<file path="src/rtl/led_pattern_counter.sv">
// led_pattern_counter: divides the board clock to a slow advance tick and
// drives a WIDTH-wide LED bank with binary up/down, Gray up or a bouncing
// single LED. Supports free-run enable, single-step and parallel load, and
// reports one-cycle tick and wrap pulses. All outputs decode registered state.
module led_pattern_counter #(
  parameter int WIDTH   = 8,
  parameter int CLK_HZ  = 50_000_000,
  parameter int TICK_HZ = 2
) (
  input  logic             clk,
  input  logic             rst,
  input  logic             en,
  input  logic             step,
  input  logic [1:0]       mode,
  input  logic             load,
  input  logic [WIDTH-1:0] load_val,
  output logic [WIDTH-1:0] led,
  output logic             tick,
  output logic             wrap
);

  localparam int DIV = CLK_HZ / TICK_HZ;
  // Guarded so a bad DIV reports the intended error rather than a width error.
  localparam int PW  = (DIV > 2) ? $clog2(DIV) : 1;
  localparam int QW  = (WIDTH > 2) ? $clog2(WIDTH) : 1;

  localparam logic [PW-1:0] PRESC_MAX = PW'(DIV - 1);
  localparam logic [QW-1:0] POS_MAX   = QW'(WIDTH - 1);

  localparam logic [1:0] MODE_UP   = 2'd0;
  localparam logic [1:0] MODE_DOWN = 2'd1;
  localparam logic [1:0] MODE_GRAY = 2'd2;
  localparam logic [1:0] MODE_PING = 2'd3;

  if (DIV < 2) begin : g_div_check
    $error("led_pattern_counter: CLK_HZ/TICK_HZ must be at least 2");
  end

  if ((WIDTH < 2) || (WIDTH > 32)) begin : g_width_check
    $error("led_pattern_counter: WIDTH must be in 2..32");
  end

  logic [PW-1:0]    presc_q, presc_d;
  logic [WIDTH-1:0] cnt_q, cnt_d;
  logic [QW-1:0]    pos_q, pos_d;
  logic             dir_q, dir_d;
  logic [1:0]       mode_q, mode_d;
  logic             tick_q, tick_d;
  logic             wrap_q, wrap_d;

  logic             mode_chg_s;
  logic             load_s;
  logic             presc_end_s;
  logic             adv_s;
  logic [WIDTH-1:0] led_s;

  // Load is meaningless for the bouncing LED, so it is dropped in that mode.
  assign mode_chg_s  = (mode != mode_q);
  assign load_s      = load && (mode_q != MODE_PING);
  assign presc_end_s = (presc_q == PRESC_MAX);
  assign adv_s       = (en && presc_end_s) || (!en && step);

  // Next-state logic: reset-free priority of mode change, load, then advance.
  always_comb begin
    presc_d = presc_q;
    cnt_d   = cnt_q;
    pos_d   = pos_q;
    dir_d   = dir_q;
    mode_d  = mode_q;
    tick_d  = 1'b0;
    wrap_d  = 1'b0;
    if (mode_chg_s) begin
      mode_d  = mode;
      cnt_d   = {WIDTH{1'b0}};
      pos_d   = {QW{1'b0}};
      dir_d   = 1'b0;
      presc_d = {PW{1'b0}};
    end else if (load_s) begin
      cnt_d   = load_val;
      presc_d = {PW{1'b0}};
    end else begin
      if (en) begin
        presc_d = presc_end_s ? {PW{1'b0}} : (presc_q + {{(PW-1){1'b0}}, 1'b1});
      end else begin
        presc_d = presc_q;
      end
      if (adv_s) begin
        tick_d = 1'b1;
        case (mode_q)
          MODE_UP, MODE_GRAY: begin
            cnt_d  = cnt_q + {{(WIDTH-1){1'b0}}, 1'b1};
            wrap_d = &cnt_q;
          end
          MODE_DOWN: begin
            cnt_d  = cnt_q - {{(WIDTH-1){1'b0}}, 1'b1};
            wrap_d = ~|cnt_q;
          end
          MODE_PING: begin
            if (!dir_q) begin
              pos_d = pos_q + {{(QW-1){1'b0}}, 1'b1};
              dir_d = ((pos_q + {{(QW-1){1'b0}}, 1'b1}) == POS_MAX);
            end else begin
              pos_d  = pos_q - {{(QW-1){1'b0}}, 1'b1};
              dir_d  = (pos_q != {{(QW-1){1'b0}}, 1'b1});
              wrap_d = (pos_q == {{(QW-1){1'b0}}, 1'b1});
            end
          end
          default: begin
            cnt_d = cnt_q;
          end
        endcase
      end else begin
        tick_d = 1'b0;
      end
    end
  end

  // State register with synchronous active-high reset.
  always_ff @(posedge clk) begin
    if (rst) begin
      presc_q <= {PW{1'b0}};
      cnt_q   <= {WIDTH{1'b0}};
      pos_q   <= {QW{1'b0}};
      dir_q   <= 1'b0;
      mode_q  <= 2'd0;
      tick_q  <= 1'b0;
      wrap_q  <= 1'b0;
    end else begin
      presc_q <= presc_d;
      cnt_q   <= cnt_d;
      pos_q   <= pos_d;
      dir_q   <= dir_d;
      mode_q  <= mode_d;
      tick_q  <= tick_d;
      wrap_q  <= wrap_d;
    end
  end

  // LED decode from registered mode and counter/position only.
  always_comb begin
    led_s = {WIDTH{1'b0}};
    case (mode_q)
      MODE_UP, MODE_DOWN: led_s = cnt_q;
      MODE_GRAY:          led_s = cnt_q ^ (cnt_q >> 1);
      MODE_PING:          led_s = {{(WIDTH-1){1'b0}}, 1'b1} << pos_q;
      default:            led_s = {WIDTH{1'b0}};
    endcase
  end

  assign led  = led_s;
  assign tick = tick_q;
  assign wrap = wrap_q;

endmodule
</file>
<file path="config.mk">
export PLATFORM = sky130hd
export DESIGN_NAME = led_pattern_counter
export DESIGN_NICKNAME = d
export VERILOG_FILES = /design/src/rtl/led_pattern_counter.sv
export SDC_FILE = /design/constraint.sdc
export NUM_CORES = 1
export LEC_CHECK = 0
export CAP_MARGIN = 25
export CORE_MARGIN = 3
export CORE_UTILIZATION = 50
export CTS_BUF_LIST = sky130_fd_sc_hd__clkbuf_4
export CTS_CLUSTER_SIZE = 30
export DETAILED_ROUTE_END_ITERATION = 6
export PLACE_DENSITY = 0.74
export SLEW_MARGIN = 40
export SYNTH_ARGS = -nofsm -noshare
export SYNTH_HDL_FRONTEND = slang
export SYNTH_SLANG_ARGS = --single-unit
</file>
<file path="constraint.sdc">
create_clock -name clk -period 2.1 [get_ports clk]
set_clock_uncertainty 0.05 [all_clocks]
set_input_delay 0.315 -clock clk [delete_from_list [all_inputs] [get_ports clk]]
set_output_delay 0.315 -clock clk [all_outputs]
set_load 0.02 [all_outputs]
</file>
After elaboration in Yosys (flattened, before gate mapping)
Index checks and enable logic that the tools add are counted.
- bits in registers: 41
- bits of input ports: 15
- output and inout bits: 10
- logic and storage cells: 53
- $add $sub $neg: 5
- eq/ne operators: 9
- shift-type cells: 1
- mux-type cells: 10
- bitwise logic cells: 3
- reductions and logical operators: 18
- operators with widths (cell ; number):
    $add A25 B1 Y25 const B ; 1
    $eq A25 B25 Y1 const B ; 1
    $mux W25 ; 1
    $pmux W8 S3 ; 1
    $mux W8 ; 2
    $pmux W8 S2 ; 1
    $add A8 B1 Y8 const B ; 1
    $reduce_and A8 Y1 ; 1
    $reduce_or A8 Y1 ; 1
    $shl A1 B3 Y8 const A ; 1
    $sub A8 B1 Y8 const B ; 1
    $xor A8 B7 Y8 ; 1
    $reduce_or A2 Y1 ; 3
    $eq A2 B2 Y1 const B ; 2
    $reduce_or A4 Y1 ; 1
    $add A3 B1 Y3 const B ; 1
    $eq A3 B1 Y1 const B ; 1
    $eq A3 B3 Y1 const B ; 1
    $logic_and A1 B1 Y1 ; 3
    $mux W1 ; 3
    $mux W3 ; 1
    $ne A3 B1 Y1 const B ; 1
    $pmux W1 S3 ; 1
    $reduce_and A3 Y1 ; 1
    other kinds (12) ; 14

Longest topological paths before layout
- word-level depth: 5
- mapped depth: 9
- mapped depth without buffers: 8

Worst setup path after synthesis
OpenSTA, ideal clock, no wires.
- path type: reg2reg
- from: register mode_q[1]
- to: register cnt_q[6]
- library setup time: 0.095 ns
- arrival: 1.857 ns
- required time: 1.955 ns
- slack: 0.098 ns
- cell stages (with the launch flop): 9
- buffers on the path: 1
- clock period less this slack: 2.002 ns
- cell sequence: dfxtp_1 -> buf_2 -> nor2b_1 -> xnor2_1 -> ha_1 -> nor4_2 -> a21oi_1 -> or3_1 -> a221oi_1
- longest elaborated chain between the ends: 5
- elaborated cells between the ends (all ways): 14
- those cells by class: 4 x eq/ne; 3 x mux; 7 x reduce/logical
- RTL lines (element ; line ; source):
    start: declaration ; 47 ; logic [1:0] mode_q, mode_d;
    start signal: assignment ; 133 ; mode_q <= mode_d;
    $eq A2 B2 Y1 / $logic_not A2 Y1 (equally long branches) ; 89 ; case (mode_q)
    $reduce_or A2 Y1 ; 89 ;
    $pmux W8 S2 ; 89 ;
    $mux W8 ; 87 ; if (adv_s) begin
    $mux W8 ; 78 ; end else if (load_s) begin
    end signal: assignment ; 122 ; cnt_q <= {WIDTH{1'b0}};
    end signal: assignment ; 130 ; cnt_q <= cnt_d;
    end: declaration ; 44 ; logic [WIDTH-1:0] cnt_q, cnt_d;
Several ways; a longest one is shown, not always the timed one. The select of a mux whose other input is x is not followed.
A chain may end at the register's enable or synchronous reset.

Final worst setup path
- from: register cnt_q[1]
- to: register cnt_q[6]
- longest elaborated chain between the ends: 4
- elaborated cells between the ends (all ways): 5
- those cells by class: 2 x add/sub; 3 x mux
- RTL lines (element ; line):
    $sub A8 B1 Y8 / $add A8 B1 Y8 (equally long branches) ; 95, 91
    $pmux W8 S2 * ; 89
    $mux W8 * ; 87
    $mux W8 * ; 78
Every way passes the cells marked *; elsewhere a longest branch is shown, timed or not. The select of a mux whose other input is x is not followed.

==> qor.yml <==
yosys:
  synth_flop_cell: "dfxtp_1"
  synth-compound-area-share: 0.164
  synth.yosys.seq_area_share: 0.302
  synth_xor_area_frac: 0.0871
  synth_edf_count: 0
  yosysTopAreaCell: "dfxtp_1"
  yosys.area_share.simple: 0.284
  synth_top_family_by_area: "simple AND/OR/NAND/NOR gates"
  synth.area.mux_share: 0.0115
  synth_seq_cells: 41
  synth_adder_area_share: 0.0829
  synthCells: 332
  syn_area_per_cell_um2: 8.18
  synth.net_count: 365
  synth_area_um2: 2720
  ys_warn_count: 0
  async_reset_ff_frac: 0
  synth.distinct_cells: 57
  yosys-top-cells-area: "dfxtp_1 (30%), ha_1 (8.3%), xnor2_1 (5.5%), nor2_1 (5.4%), nand3_1 (3.7%)"
  synth_top_area_frac: 0.302
die:
  core-area_um2: 5170
  die_x_um: 79.7
  initial_core_util: 0.525
  ios: 25
  die_area_um2: 6350
  row_count: 26
  die_h_um: 79.7
pwr:
  peakVddDrop_v: 0.000247
  power_density_nw_per_um2: 430
  leakagePower_nw: 1.19
worst_setup_path:
  r2r_start: "cnt_q[1]$_SDFFE_PP0P_"
  cp.arrival_ns: 2.23
  crit_path_end_kind: "flip-flop"
  worstPathCellList: "or4_4, nor4_2, a21oi_1, or3_1, a221oi_1"
  critical_path_class: "flip-flop to flip-flop"
  worstSetupStartpoint: "cnt_q[1]$_SDFFE_PP0P_"
  critPathRequiredTime_ns: 2.31
  critPathMaxStageDelay_ns: 0.57
  cp_max_fo: 6
  crit_slowest_cell: "or4_4"
  endpoint: "cnt_q[6]$_SDFFE_PP0P_"
  ff2ff_setup_slack_ns: 0.08
  reg2reg_to: "cnt_q[6]$_SDFFE_PP0P_"
  worstSetupStartpointType: "flip-flop"
  ff2ff_path_depth: 5
global_route:
  grt_usage: 0.226
  grt-ovfl-total: 0
  grt_pass1_wl_mm: 11.5
  grt_pass1_vias: 2467
  grt_max_degree: 24
  grt_antenna_before_repair: 0
clock_network:
  cts_max_level: 2
  cts_sinks: 41
  cts_hold_buf: 0
  clk_pin_slew_worst_paths_ns: 0.12
  cts_made_buffers: 5
  post_cts_buffers: 0
  clockBufferDepth: 2
  cts_root_buf: "clkbuf_4"
  clk_latency_ns: 0.35
  cts_tree: "built"
sta:
  maxSlewHeadroom: 0.702
  holdWs_ns: 0.458
  finalSetupTns_ns: 0
  finalSetupViolations: 0
  timing.fmax_ghz: 0.495
  rsz0062_at_grt: "false"
  slew_viol_final: 0
  worst_pin_slew_ns: 0.442
  period_share: 0.963
  min_period_ns: 2.02
  hold_viol_final: 0
layout:
  finalNetCount: 417
  syn2layout_area_growth_pct: 22.9
  fin_cells: 454
  num_antenna_cells: 0
  layout_common_cells: "buf_4 (41), nor2_1 (39), dfxtp_1 (30)"
  final_common_cell: "buf_4"
  drive_gt1_frac: 0.227
outcome:
  status: "complete, no violations"
place:
  place.gp.congestion: 0.947
  io_buffers: 24
  dp_hpwl_mm: 5.11
  placedCellCount: 447
hold_path:
  hp-class: "flip-flop to flip-flop"
run:
  maxCapViolCount: 0
drt:
  drtPass1Iterations: 5
  wl_per_cell_um: 14.9
  ant_nets: 0
  drt_iter0_drc: 194
  route.detailed.drc: 0
  via_per_inst: 5.80
  wirelength_mm: 6.78
  vias: 2633
[per-layer routing]
| metal | track usage | part of all wire | wire length (um) |
|---|---|---|---|
| met1 | 0.314 | 0.47 | 3180 |
| met4 | 0.0739 | 0.015 | 102 |
| met2 | 0.357 | 0.45 | 3050 |
| met5 | 0 | 0 | 0 |
| met3 | 0.0339 | 0.066 | 447 |
[flip-flops by register name, summed over array words and instances, names as in the netlist]
| name | count |
|---|---|
| wrap | 1 |
| pos_q | 3 |
| tick | 1 |
| dir_q | 1 |
| presc_q | 25 |
| cnt_q | 8 |
| mode_q | 2 |
[power breakdown]
part	total (mW)	switching, mW	leakage [nW]	internal [mW]
Combinational	0.260	0.138	0.830	0.122
Clock	0.377	0.257	0.0247	0.120
Sequential	0.796	0.0114	0.337	0.785
[what timing repair did]
action                                  in CTS  in global routing
endpoints found under the hold margin        0                  0
endpoints found under the setup margin      10                 16
pin swaps                                    0                  1
resized for setup                           25                 25
[metrics by stage]
stage	area (um^2)	utilization	power (mW)	setup WS, ns
detailed placement	3260	0.630	1.07	-0.155
CTS	3310	0.640	1.45	0.00906
global route	3340	0.645	1.49	0.00664
floorplan	2720	-	0.955	0.0977
finish	3340	0.645	1.43	0.0778
global placement	3260	0.630	1.07	-0.118
[worst min path at each step]
stage / depth (start not counted) / startpoint / end
2_1_floorplan: 1 / rst / mode_q[0]$_SDFFE_PP0P_
3_3_place_gp: 2 / presc_q[5]$_SDFFE_PP0P_ / presc_q[5]$_SDFFE_PP0P_
3_5_place_dp: 2 / presc_q[5]$_SDFFE_PP0P_ / presc_q[5]$_SDFFE_PP0P_
4_1_cts: 2 / presc_q[1]$_SDFFE_PP0P_ / presc_q[1]$_SDFFE_PP0P_
5_1_grt: 2 / pos_q[0]$_SDFFE_PP0P_ / pos_q[0]$_SDFFE_PP0P_
6_report: 2 / presc_q[1]$_SDFFE_PP0P_ / presc_q[1]$_SDFFE_PP0P_
[cell families (layout without fill, tap and decap cells)]
| group | count (synthesis) | after routing |
|---|---|---|
| simple gates | 142 | 142 |
| compound gates | 61 | 61 |
| flops | 41 | 41 |
| buf+inv | 40 | 92 |
| xor+xnor | 27 | 27 |
| fa+ha+maj | 18 | 18 |
| mux | 3 | 3 |
[synth_stat cells (3+ instances only)]
| library cell | number |
|---|---|
| a211oi_1 | 3 |
| a21oi_1 | 11 |
| a221oi_1 | 3 |
| a311oi_1 | 4 |
| a31oi_1 | 4 |
| a41oi_1 | 3 |
| and3_1 | 4 |
| buf_2 | 4 |
| buf_6 | 3 |
| clkbuf_1 | 10 |
| dfxtp_1 | 41 |
| ha_1 | 18 |
| inv_1 | 19 |
| nand2_1 | 23 |
| nand2b_1 | 3 |
| nand3_1 | 20 |
| nand4_1 | 9 |
| nor2_1 | 39 |
| nor2b_1 | 3 |
| nor3_1 | 15 |
| nor4_1 | 7 |
| o211ai_1 | 3 |
| o21ai_0 | 8 |
| o31ai_1 | 3 |
| or3_1 | 4 |
| xnor2_1 | 17 |
| xor2_1 | 10 |
[layout make-up]
| class | instances | area [um^2] |
|---|---|---|
| tap | 70 | 87.6 |
| multi-input combinational | 251 | 1750 |
| sequential | 41 | 840 |
| fill | 446 | 1840 |
| timing repair buffer | 66 | 537 |
| inverter | 19 | 71.3 |
| clock inverter | 2 | 11.3 |
| clock buffer | 5 | 37.5 |
[critical path: cells and delay by family, from the launching register on]
kind | cells | cell delay (ns)
AND/OR/NAND/NOR | 3 | 1.16
flip-flops | 1 | 0.38
AO/OA/AOI/OAI | 2 | 0.33
Note: power is estimated with default switching activity, not from simulation.
